### src/rtl/fifo_wr_arbiter_if.sv
// Write-side bundle between two requesters, the arbiter and a shared FIFO.
// slave: arbiter view; master: requester/FIFO/monitor view.
interface fifo_wr_arbiter_if #(
    parameter int WIDTH = 8
);
    logic             req0;
    logic             req1;
    logic [WIDTH-1:0] data0;
    logic [WIDTH-1:0] data1;
    logic             ack0;
    logic             ack1;
    logic             fifo_full;
    logic             fifo_wr_en;
    logic [WIDTH-1:0] fifo_data_in;
    logic [1:0]       owner;
    logic [15:0]      wr_count;

    modport slave (
        input  req0, req1, data0, data1, fifo_full,
        output ack0, ack1, fifo_wr_en, fifo_data_in, owner, wr_count
    );

    modport master (
        output req0, req1, data0, data1, fifo_full,
        input  ack0, ack1, fifo_wr_en, fifo_data_in, owner, wr_count
    );
endinterface

### src/rtl/fifo_wr_arbiter.sv
// Two-requester write arbiter with burst-limited round robin into one FIFO.
// Ports: clk, rst_n (async, active low), bus (slave side of fifo_wr_arbiter_if).
module fifo_wr_arbiter #(
    parameter int WIDTH     = 8,
    parameter int MAX_BURST = 4
) (
    input  logic              clk,
    input  logic              rst_n,
    fifo_wr_arbiter_if.slave  bus
);
    localparam logic [1:0] IDLE = 2'b00;
    localparam logic [1:0] OWN0 = 2'b01;
    localparam logic [1:0] OWN1 = 2'b10;
    localparam logic [3:0] BURST_MAX = 4'(MAX_BURST);

    logic [1:0]  state_q, state_d;
    logic        last_q, last_d;
    logic [3:0]  burst_q, burst_d;
    logic [15:0] wr_count_q, wr_count_d;

    logic ack0, ack1, burst_hit;

    always_comb begin
        ack0 = (state_q == OWN0) && bus.req0 && !bus.fifo_full;
        ack1 = (state_q == OWN1) && bus.req1 && !bus.fifo_full;
        burst_hit = (burst_q + 4'd1) == BURST_MAX;

        bus.ack0       = ack0;
        bus.ack1       = ack1;
        bus.fifo_wr_en = ack0 || ack1;
        bus.owner      = state_q;
        bus.wr_count   = wr_count_q;

        // Data follows the owner even in stall cycles; zero when idle.
        unique case (state_q)
            OWN0:    bus.fifo_data_in = bus.data0;
            OWN1:    bus.fifo_data_in = bus.data1;
            default: bus.fifo_data_in = '0;
        endcase
    end

    always_comb begin
        state_d    = state_q;
        last_d     = last_q;
        burst_d    = burst_q;
        wr_count_d = wr_count_q + 16'(bus.fifo_wr_en);

        unique case (state_q)
            IDLE: begin
                if (bus.req0 && bus.req1)
                    state_d = last_q ? OWN0 : OWN1;
                else if (bus.req0)
                    state_d = OWN0;
                else if (bus.req1)
                    state_d = OWN1;
            end
            OWN0: begin
                if (!bus.req0)
                    state_d = bus.req1 ? OWN1 : IDLE;
                else if (ack0 && burst_hit) begin
                    // Burst limit only yields if someone is waiting.
                    if (bus.req1)
                        state_d = OWN1;
                    else
                        burst_d = '0;
                end else if (ack0)
                    burst_d = burst_q + 4'd1;
            end
            OWN1: begin
                if (!bus.req1)
                    state_d = bus.req0 ? OWN0 : IDLE;
                else if (ack1 && burst_hit) begin
                    if (bus.req0)
                        state_d = OWN0;
                    else
                        burst_d = '0;
                end else if (ack1)
                    burst_d = burst_q + 4'd1;
            end
            default: state_d = IDLE;
        endcase

        if (state_d != state_q) begin
            burst_d = '0;
            if (state_d == OWN0)
                last_d = 1'b0;
            else if (state_d == OWN1)
                last_d = 1'b1;
        end
    end

    always_ff @(posedge clk or negedge rst_n) begin
        if (!rst_n) begin
            state_q    <= IDLE;
            last_q     <= 1'b1;
            burst_q    <= '0;
            wr_count_q <= '0;
        end else begin
            state_q    <= state_d;
            last_q     <= last_d;
            burst_q    <= burst_d;
            wr_count_q <= wr_count_d;
        end
    end
endmodule

### src/flat_wrapper.sv
// flat-port wrapper written by rule: the top's interface ports become plain ports
module fifo_wr_arbiter_flat 
#(
    parameter int WIDTH     = 8,
    parameter int MAX_BURST = 4
)
  (clk, rst_n, bus_req0, bus_req1, bus_data0, bus_data1, bus_fifo_full, bus_ack0, bus_ack1, bus_fifo_wr_en, bus_fifo_data_in, bus_owner, bus_wr_count);
  fifo_wr_arbiter_if #(.WIDTH(WIDTH)) bus_i ();
  input  logic clk;
  input  logic rst_n;
  input wire logic [$bits(bus_i.req0)-1:0] bus_req0;
  input wire logic [$bits(bus_i.req1)-1:0] bus_req1;
  input wire logic [$bits(bus_i.data0)-1:0] bus_data0;
  input wire logic [$bits(bus_i.data1)-1:0] bus_data1;
  input wire logic [$bits(bus_i.fifo_full)-1:0] bus_fifo_full;
  output wire logic [$bits(bus_i.ack0)-1:0] bus_ack0;
  output wire logic [$bits(bus_i.ack1)-1:0] bus_ack1;
  output wire logic [$bits(bus_i.fifo_wr_en)-1:0] bus_fifo_wr_en;
  output wire logic [$bits(bus_i.fifo_data_in)-1:0] bus_fifo_data_in;
  output wire logic [$bits(bus_i.owner)-1:0] bus_owner;
  output wire logic [$bits(bus_i.wr_count)-1:0] bus_wr_count;
  assign bus_i.req0 = bus_req0;
  assign bus_i.req1 = bus_req1;
  assign bus_i.data0 = bus_data0;
  assign bus_i.data1 = bus_data1;
  assign bus_i.fifo_full = bus_fifo_full;
  assign bus_ack0 = bus_i.ack0;
  assign bus_ack1 = bus_i.ack1;
  assign bus_fifo_wr_en = bus_i.fifo_wr_en;
  assign bus_fifo_data_in = bus_i.fifo_data_in;
  assign bus_owner = bus_i.owner;
  assign bus_wr_count = bus_i.wr_count;
  fifo_wr_arbiter #(.WIDTH(WIDTH), .MAX_BURST(MAX_BURST)) u_core (.clk(clk), .rst_n(rst_n), .bus(bus_i));
endmodule
### config.mk
export PLATFORM = sky130hd
export DESIGN_NAME = fifo_wr_arbiter_flat
export DESIGN_NICKNAME = d
export VERILOG_FILES = /design/src/rtl/fifo_wr_arbiter_if.sv /design/src/rtl/fifo_wr_arbiter.sv /design/src/flat_wrapper.sv
export SDC_FILE = /design/constraint.sdc
export NUM_CORES = 1
export LEC_CHECK = 0
export ABC_AREA = 0
export CAP_MARGIN = 20
export CORE_MARGIN = 1
export CORE_UTILIZATION = 40
export CTS_CLUSTER_SIZE = 20
export DETAILED_ROUTE_END_ITERATION = 10
export GPL_TIMING_DRIVEN = 0
export PLACE_DENSITY_LB_ADDON = 0.3
export SETUP_SLACK_MARGIN = 0.02
export SYNTH_ARGS = -nofsm -noshare
export SYNTH_HDL_FRONTEND = slang
export SYNTH_SLANG_ARGS = --single-unit
### constraint.sdc
create_clock -name clk -period 2.6 [get_ports clk]
set_clock_uncertainty 0.15 [all_clocks]
set_input_delay 0.26 -clock clk [delete_from_list [all_inputs] [get_ports clk]]
set_output_delay 0.26 -clock clk [all_outputs]
set_load 0.05 [all_outputs]
==> qor.yml, run 1 <==
crit_cells: 10
grt-ovfl-total: 0
fin_nets: 244
route.met3.wl_microns: 201
viasPerCell: 5.24
fmax_mhz: 402
synth-seq-cells: 23
cts_buffers: 3
synth_top_area_frac: 0.370
setup_violations: 0
crit_type: "flip-flop to flip-flop"
track_usage: 0.194
diodes: 0
ys_types: 41
crit_chain: "ha_1 -> nor4b_4 -> buf_4 -> a221o_1 -> nand2_1 -> nand2_1 -> nand2_1 -> ha_4 -> or2_2 -> o211ai_2"
syn_inst: 153
clk_pin_slew_ns: 0.08
relSlewSlack: 0.649
h-tree-depth: 1
ys_warn_count: 0
netlist_top_cells_area: "dfrtp_1 37%, ha_1 6.7%, xnor2_1 5.9%"
cts.sinks: 23
timing.final.crit_share: 0.956
rows: 21
wl_met1_mm: 1.71
io_buffer_count: 48
slew_violations: 0
place_congestion: 0.874
detail-route-antenna-nets: 0
arrival_ns: 2.53
postPlaceCellArea_sq_um: 2080
die_area_sq_um: 3970
cap_violations: 0
pre_cts_slack_ns: -0.290
cp_num_buf_inv: 1
coreArea_sq_um: 3440
synth_area_leader_cell: "dfrtp_1"
fin_tns_setup_ns: 0
initial_core_util: 0.432
grt_pass1_wl_mm: 6.15
cp_common_cell: "nand2_1"
layout-drive-gt1-share: 0.252
top_level_ports: 50
hold_class: "primary input to asynchronous set/reset pin"
ys.flop_type: "dfrtp_1"
fp.dieW_microns: 63.0
cts_tree: "done"
total_power_mw: 2.25
wl_mm: 3.67
clkLatencyLatePin_ns: 0.26
clock-root-buffer: "clkbuf_8"
synth_area_sq_um: 1490
synth.most_common_cell: "dfrtp_1"
firstDrtPassIters: 4
crit_path_end_kind: "flip-flop"
drt-initial-drc-count: 49
dr_wl_met2_mm: 1.70
top_layer_used: "met4"
fin_area_sq_um: 2230
worstMarginPinSlew_ns: 0.525
placed_cells_incl_taps: 247
yosys-top-cells-count: "22 x dfrtp_1, 13 x nand2_1, 11 x nor2_1"
synth-seq-area-share: 0.388
crit_family: "simple AND/OR/NAND/NOR gates"
p_leak_nw: 0.930
reg2reg_to: "u_core.last_q"
synth-edff-count: 0
max_stage_delay_ns: 0.41
cts_buffer_depth: 2
routedWlPerCell_microns: 14.1
cp.required_ns: 2.64
critPathLaunch: "u_core.burst_q[0]"
vias: 1362
critPathSlowestCell: "dfrtp_1"
antenna_found_initial: 0
cp-endpoint: "u_core.last_q"
hpwl_mm: 2.62
syn-num-nets: 182
reg2reg_depth: 10
syn_to_final_growth_pct: 49.6
grt_max_degree: 24
rsz0062_at_grt: "false"
rr_startpoint: "u_core.burst_q[0]"
fin_ws_ns: 0.113
power_density_nw_per_um2: 1010
final_cells: 260
crit_path_max_fanout: 4
r2r_slack_ns: 0.11
start_kind: "flip-flop"
drc: 0
async_flop_share: 1.00
die_y_microns: 63.0
peakVddDrop_mv: 0.509
avgSynthCellArea_sq_um: 9.72
status: "finished, final reports clean"
grt_pass1_vias: 1324
final-hold-violation-count: 0
min_period_ns: 2.49
## power breakdown
group	internal, mW	total [mW]	switching, mW
logic	0.597	1.51	0.911
registers	0.436	0.515	0.0788
clock network	0.108	0.223	0.114
total	1.14	2.25	1.10
## per-layer routing
layer	up-vias	GRT usage
met5	-	0
met4	0	0.0727
met3	7	0.0547
met2	37	0.304
met1	651	0.252
li1	667	-
## through the flow
stage                     hold slack (ns)   util
after floorplan                    -0.186      -
after global placement              0.310  0.604
after detailed placement            0.326  0.604
after CTS                           0.219  0.622
after global routing                0.122  0.647
final                               0.115  0.647
## worst min-delay path by stage
stage,to,depth (start not counted),start
after global placement,u_core.bus.wr_count[15],1,u_core.bus.wr_count[15]
final,u_core.bus.wr_count[3],1,rst_n
after floorplan,u_core.burst_q[0],0,rst_n
after CTS,u_core.bus.owner[1],5,bus_req1
after detailed placement,u_core.bus.wr_count[15],1,u_core.bus.wr_count[15]
after global routing,u_core.bus.wr_count[0],1,rst_n
## sequential cells by signal (all words and copies together), names as in the netlist
signal	cells
u_core.bus.owner	2
u_core.last_q	1
u_core.bus.wr_count	16
u_core.burst_q	4
## area by class of cell
type | count | area (sq um)
flip-flops and latches | 23 | 582
well taps | 46 | 57.6
repair buffers | 57 | 531
fillers | 265 | 1220
clock inverters | 1 | 7.51
clock buffers | 3 | 41.3
plain buffers | 3 | 27.5
multi-input cells | 117 | 940
inverters | 10 | 40.0
## what timing repair did
action	in CTS	in global routing
endpoints found under the setup margin	11	10
setup buffers	2	6
hold buffers	0	0
pin swaps	2	2
resized for setup	11	23
gates cloned	0	0
## worst reg2reg max path: cells and delay by family, from the launching register on
family          cells  cell delay, ns
fa+ha+maj           2            0.47
buf+inv             1            0.17
simple gates        5            0.68
flops               1            0.41
compound gates      2            0.53
## cell families (layout without fill, tap and decap cells)
group,count (synthesis),in the layout,share of synthesized area
AO/OA/AOI/OAI,31,31,0.175
XOR/XNOR,16,16,0.0942
adder cells (fa/ha/maj),8,8,0.0673
buffers and inverters,13,74,0.0437
flip-flops,23,23,0.388
multiplexers,2,2,0.0135
AND/OR/NAND/NOR,60,60,0.219
## cells in the final DEF (no fill, tap or decap), types with 7 or more instances in the layout
master           count
a22oi_1              8
buf_4                8
clkbuf_2             7
clkdlybuf4s50_1     38
dfrtp_1             20
inv_1                7
nand2_1             10
nor2_1               9
nor2b_1              8
xnor2_1             10
No activity file was read; power rests on OpenSTA's default activity.
==> run 2, diff against run 1 <==
Settings changed: MAX_ROUTING_LAYER from default to met4.
==> qor.yml, run 2 (synthesis results as in run 1) <==
cts_buffers: 3  # unchanged
largest_register_ffs: 16  # unchanged
cts_tree: "done"
relSlewSlack: 0.649  # unchanged
rows: 21  # unchanged
reg2reg_depth: 10  # unchanged
crit_family: "simple AND/OR/NAND/NOR gates"
arrival_ns: 2.53  # about the same
track_usage: 0.200  # +0.00596
critPathSlowestCell: "dfrtp_1"
fin_tns_setup_ns: 0  # unchanged
finalHoldWorstSlack_ns: 0.115  # -0.0000220 ns
place_congestion: 0.888  # +1.6%
clk_pin_slew_ns: 0.08  # about the same
grt_pass1_vias: 1320  # -0.30%
crit_chain: "ha_1 -> nor4b_4 -> buf_4 -> a221o_1 -> nand2_1 -> nand2_1 -> nand2_1 -> ha_4 -> or2_2 -> o211ai_2"
drt-initial-drc-count: 49  # unchanged
setup_violations: 0  # unchanged
vias: 1362  # unchanged
antenna_found_initial: 0  # unchanged
fmax_mhz: 402  # about the same
status: "finished, final reports clean"
cts_buffer_depth: 2  # unchanged
drc: 0  # unchanged
cp.required_ns: 2.64  # about the same
most-common-layout-cells: "38 x clkdlybuf4s50_1, 20 x dfrtp_1, 10 x nand2_1, 10 x xnor2_1, 9 x nor2_1"
grt_pass1_wl_mm: 6.16  # +0.23%
grt_max_degree: 24  # unchanged
cp_common_cell: "nand2_1"
cap_violations: 0  # unchanged
cp_num_buf_inv: 1  # unchanged
placed_cells_incl_taps: 247  # unchanged
layout-drive-gt1-share: 0.252  # unchanged
min_period_ns: 2.49  # -0.000142 ns
timing.final.crit_share: 0.956  # about the same
detail-route-antenna-nets: 0  # unchanged
syn_to_final_growth_pct: 49.6  # unchanged
clock-root-buffer: "clkbuf_8"
cts.sinks: 23  # unchanged
worstMarginPinSlew_ns: 0.525  # unchanged
rr_startpoint: "u_core.burst_q[0]"
top_level_ports: 50  # unchanged
fp.dieW_microns: 63.0  # unchanged
nFillCells: 265  # unchanged
layout_commonest_cell: "clkdlybuf4s50_1"
rsz0062_at_grt: "false"
io_buffer_count: 48  # unchanged
start_kind: "flip-flop"
final_cells: 260  # unchanged
slew_violations: 0  # unchanged
final-hold-violation-count: 0  # unchanged
peakVddDrop_mv: 0.509  # about the same
hold_class: "primary input to asynchronous set/reset pin"
routedWlPerCell_microns: 14.1  # unchanged
clkLatencyLatePin_ns: 0.26  # about the same
die_area_sq_um: 3970  # unchanged
cts_hold_buf: 0  # unchanged
power_density_nw_per_um2: 1010  # about the same
wl_mm: 3.67  # unchanged
grt-ovfl-total: 0  # unchanged
h-tree-depth: 1  # unchanged
coreArea_sq_um: 3440  # unchanged
crit_type: "flip-flop to flip-flop"
viasPerCell: 5.24  # unchanged
reg2reg_to: "u_core.last_q"
hpwl_mm: 2.62  # unchanged
p_leak_nw: 0.930  # unchanged
fin_nets: 244  # unchanged
crit_path_max_fanout: 4  # unchanged
r2r_slack_ns: 0.11  # about the same
diodes: 0  # unchanged
max_stage_delay_ns: 0.41  # about the same
initial_core_util: 0.432  # unchanged
crit_path_end_kind: "flip-flop"
die_y_microns: 63.0  # unchanged
firstDrtPassIters: 4  # unchanged
[run 2: cell counts in the layout (fill, tap and decap cells not counted)]
No cell type changed its count.
[run 2: repair_timing]
item | in CTS | in global routing
endpoints found under the setup margin | 11 | 10
resized for setup | 11 | 23
buffers inserted | 2 | 6
pin swaps | 2 | 2
[run 2: layout make-up]
class / count / area, sq um / share of cell area
inverters: 10 / 40.0 / 0.0180
clock inverters: 1 / 7.51 / 0.00337
repair buffers: 57 / 531 / 0.238
plain buffers: 3 / 27.5 / 0.0124
flip-flops and latches: 23 / 582 / 0.261
multi-input cells: 117 / 940 / 0.422
clock buffers: 3 / 41.3 / 0.0185
well taps: 46 / 57.6 / 0.0259
[run 2: per-layer routing]
metal	track usage	vias to the layer above	routed length, microns
met5	-	-	0
li1	-	667	-
met1	0.255	651	1710
met2	0.302	37	1700
met3	0.0547	7	201
met4	0.0727	0	55
[run 2: worst max path at each step]
stage | from | end | cells after the start
after floorplan | u_core.bus.owner[0] | u_core.bus.wr_count[14] | 10
after global routing | u_core.bus.owner[1] | bus_ack0 | 5
after CTS | bus_fifo_full | u_core.last_q | 11
after detailed placement | bus_fifo_full | u_core.last_q | 11
after global placement | bus_fifo_full | u_core.last_q | 11
final | u_core.burst_q[0] | u_core.last_q | 10
[run 2: power breakdown]
group	internal, mW	switching [mW]
clock network	0.108	0.114
logic	0.597	0.911
registers	0.436	0.0788
total	1.14	1.10
[run 2: metrics by stage]
step	setup WS [ns]	area, sq um	utilization	power, mW
4_1_cts	0.0244	2140	0.622	2.12
3_5_place_dp	-0.290	2080	0.604	1.89
3_3_place_gp	-0.269	2080	0.604	1.84
6_report	0.113	2230	0.647	2.25
5_1_grt	0.0167	2230	0.647	2.39
2_1_floorplan	-0.00531	1540	-	1.51
==> run 3, diff against run 2 <==
Settings changed: PLACE_DENSITY from default to 0.8, PLACE_DENSITY_LB_ADDON 0.3 to default.
==> qor.yml, run 3 (synthesis results as in run 1) <==
place_congestion: 0.846  # -4.7%
crit_path_end_kind: "output pin"
min_period_ns: 2.47  # -0.0198 ns
drc: 0  # unchanged
finalHoldWorstSlack_ns: 0.132  # +0.0177 ns
relSlewSlack: 0.658  # +0.00958
peakVddDrop_mv: 0.584  # +15%
cts_buffer_depth: 2  # unchanged
slew_violations: 0  # unchanged
fmax_mhz: 405  # +0.80%
grt-ovfl-total: 0  # unchanged
fin_ws_ns: 0.133  # +0.0198 ns
fp.dieW_microns: 63.0  # unchanged
reg2reg_depth: 11  # +1
top_level_ports: 50  # unchanged
largest_register_ffs: 16  # unchanged
final-hold-violation-count: 0  # unchanged
p_leak_nw: 0.931  # +0.12%
vias: 1376  # +1.0%
h-tree-depth: 1  # unchanged
grt_pass1_vias: 1399  # +6.0%
dr_wl_met2_mm: 1.69  # -0.24%
cp.required_ns: 2.19  # -0.45 ns
cap_violations: 0  # unchanged
die_area_sq_um: 3970  # unchanged
worstMarginPinSlew_ns: 0.511  # -0.0143 ns
clkLatencyLatePin_ns: 0.25  # about the same
wl_met1_mm: 1.59  # -6.9%
clock-root-buffer: "clkbuf_8"
diodes: 0  # unchanged
pre_cts_slack_ns: -0.347  # -0.0574 ns
timing.final.crit_share: 0.949  # -0.00761
arrival_ns: 2.06  # -0.47 ns
viasPerCell: 5.31  # +1.4%
wl_mm: 3.56  # -2.9%
power_density_nw_per_um2: 978  # -3.0%
drt-initial-drc-count: 42  # -14%
clk_pin_slew_ns: 0.07  # about the same
fin_nets: 243  # -0.41%
route.met3.wl_microns: 273  # +36%
hpwl_mm: 2.66  # +1.5%
nFillCells: 295  # +11%
total_power_mw: 2.16  # -3.9%
layout-drive-gt1-share: 0.235  # -0.0176
antenna_found_initial: 0  # unchanged
start_kind: "flip-flop"
syn_to_final_growth_pct: 48.3
rsz0062_at_grt: "false"
detail-route-antenna-nets: 0  # unchanged
reg2reg_to: "u_core.last_q"
crit_type: "flip-flop to output pin"
hold_class: "primary input to asynchronous set/reset pin"
cts_buffers: 3  # unchanged
most-common-layout-cells: "37 x clkdlybuf4s50_1, 20 x dfrtp_1, 10 x nand2_1, 10 x xnor2_1, 9 x nor2b_1"
io_buffer_count: 48  # unchanged
post-route-util: 0.641  # -0.00582
cts_hold_buf: 0  # unchanged
routedWlPerCell_microns: 13.7  # -2.5%
grt_pass1_wl_mm: 6.22  # +0.89%
rows: 21  # unchanged
initial_core_util: 0.432  # unchanged
top_layer_used: "met3"
status: "finished, final reports clean"
track_usage: 0.199  # -0.00128
r2r_slack_ns: 0.15  # +0.04 ns
cts.sinks: 23  # unchanged
cts_tree: "done"
setup_violations: 0  # unchanged
rr_startpoint: "u_core.burst_q[0]"
die_y_microns: 63.0  # unchanged
layout_commonest_cell: "clkdlybuf4s50_1"
grt_max_degree: 24  # unchanged
firstDrtPassIters: 5  # +1
coreArea_sq_um: 3440  # unchanged
crit_path_max_fanout: 10  # +6
[run 3: cell type report]
| type | count | area (sq um) | area share |
|---|---|---|---|
| Buffer | 3 | 30.0 | 0.0136 |
| Tap cell | 46 | 57.6 | 0.0261 |
| Clock buffer | 4 | 45.0 | 0.0204 |
| Timing Repair Buffer | 56 | 522 | 0.237 |
| Multi-Input combinational cell | 117 | 930 | 0.421 |
| Sequential cell | 23 | 582 | 0.264 |
| Inverter | 10 | 40.0 | 0.0182 |
[run 3: worst max-delay path, cell delays in order, from the launching register on]
cell and delay (ns):
dfrtp_4 0.53, inv_4 0.12, ha_2 0.23, clkbuf_4 0.21, a22oi_1 0.09, nor2b_1 0.10, dlygate4sd2_1 0.53
[run 3: worst max path at each step]
stage | from | to | slack, ns | cells after the start
finish | u_core.bus.owner[0] | bus_fifo_data_in[0] | 0.13 | 6
global route | u_core.burst_q[0] | u_core.last_q | 0.02 | 11
CTS | bus_fifo_full | u_core.last_q | 0.03 | 11
detailed placement | bus_fifo_full | u_core.last_q | -0.35 | 11
global placement | bus_fifo_full | u_core.last_q | -0.29 | 11
floorplan | u_core.bus.owner[0] | u_core.bus.wr_count[14] | -0.005 | 10
[run 3: repair_timing]
item                                   CTS  global route
gates resized for setup                 12            20
setup endpoints to repair               11             8
endpoints found under the hold margin    0             0
setup buffers                            5             2
pin swaps                                2             2
[run 3: power by group]
group,internal (mW),total (mW),switching [mW]
registers,0.436,0.505,0.0691
clock network,0.109,0.212,0.103
logic,0.559,1.44,0.881
total,1.10,2.16,1.05
[run 3: routing by layer]
layer | vias to the layer above | track usage
li1 | 667 | -
met1 | 657 | 0.245
met2 | 52 | 0.340
met3 | 0 | 0.0328
met4 | 0 | 0.0436
met5 | - | -
[run 3: through the flow]
| step | cells | TNS [ns] | area, sq um |
|---|---|---|---|
| after floorplan | 153 | -0.00531 | 1540 |
| after global placement | 247 | -0.288 | 2080 |
| after detailed placement | 247 | -0.347 | 2080 |
| after CTS | 256 | 0 | 2160 |
| after global routing | 259 | 0 | 2210 |
| final | 259 | 0 | 2210 |
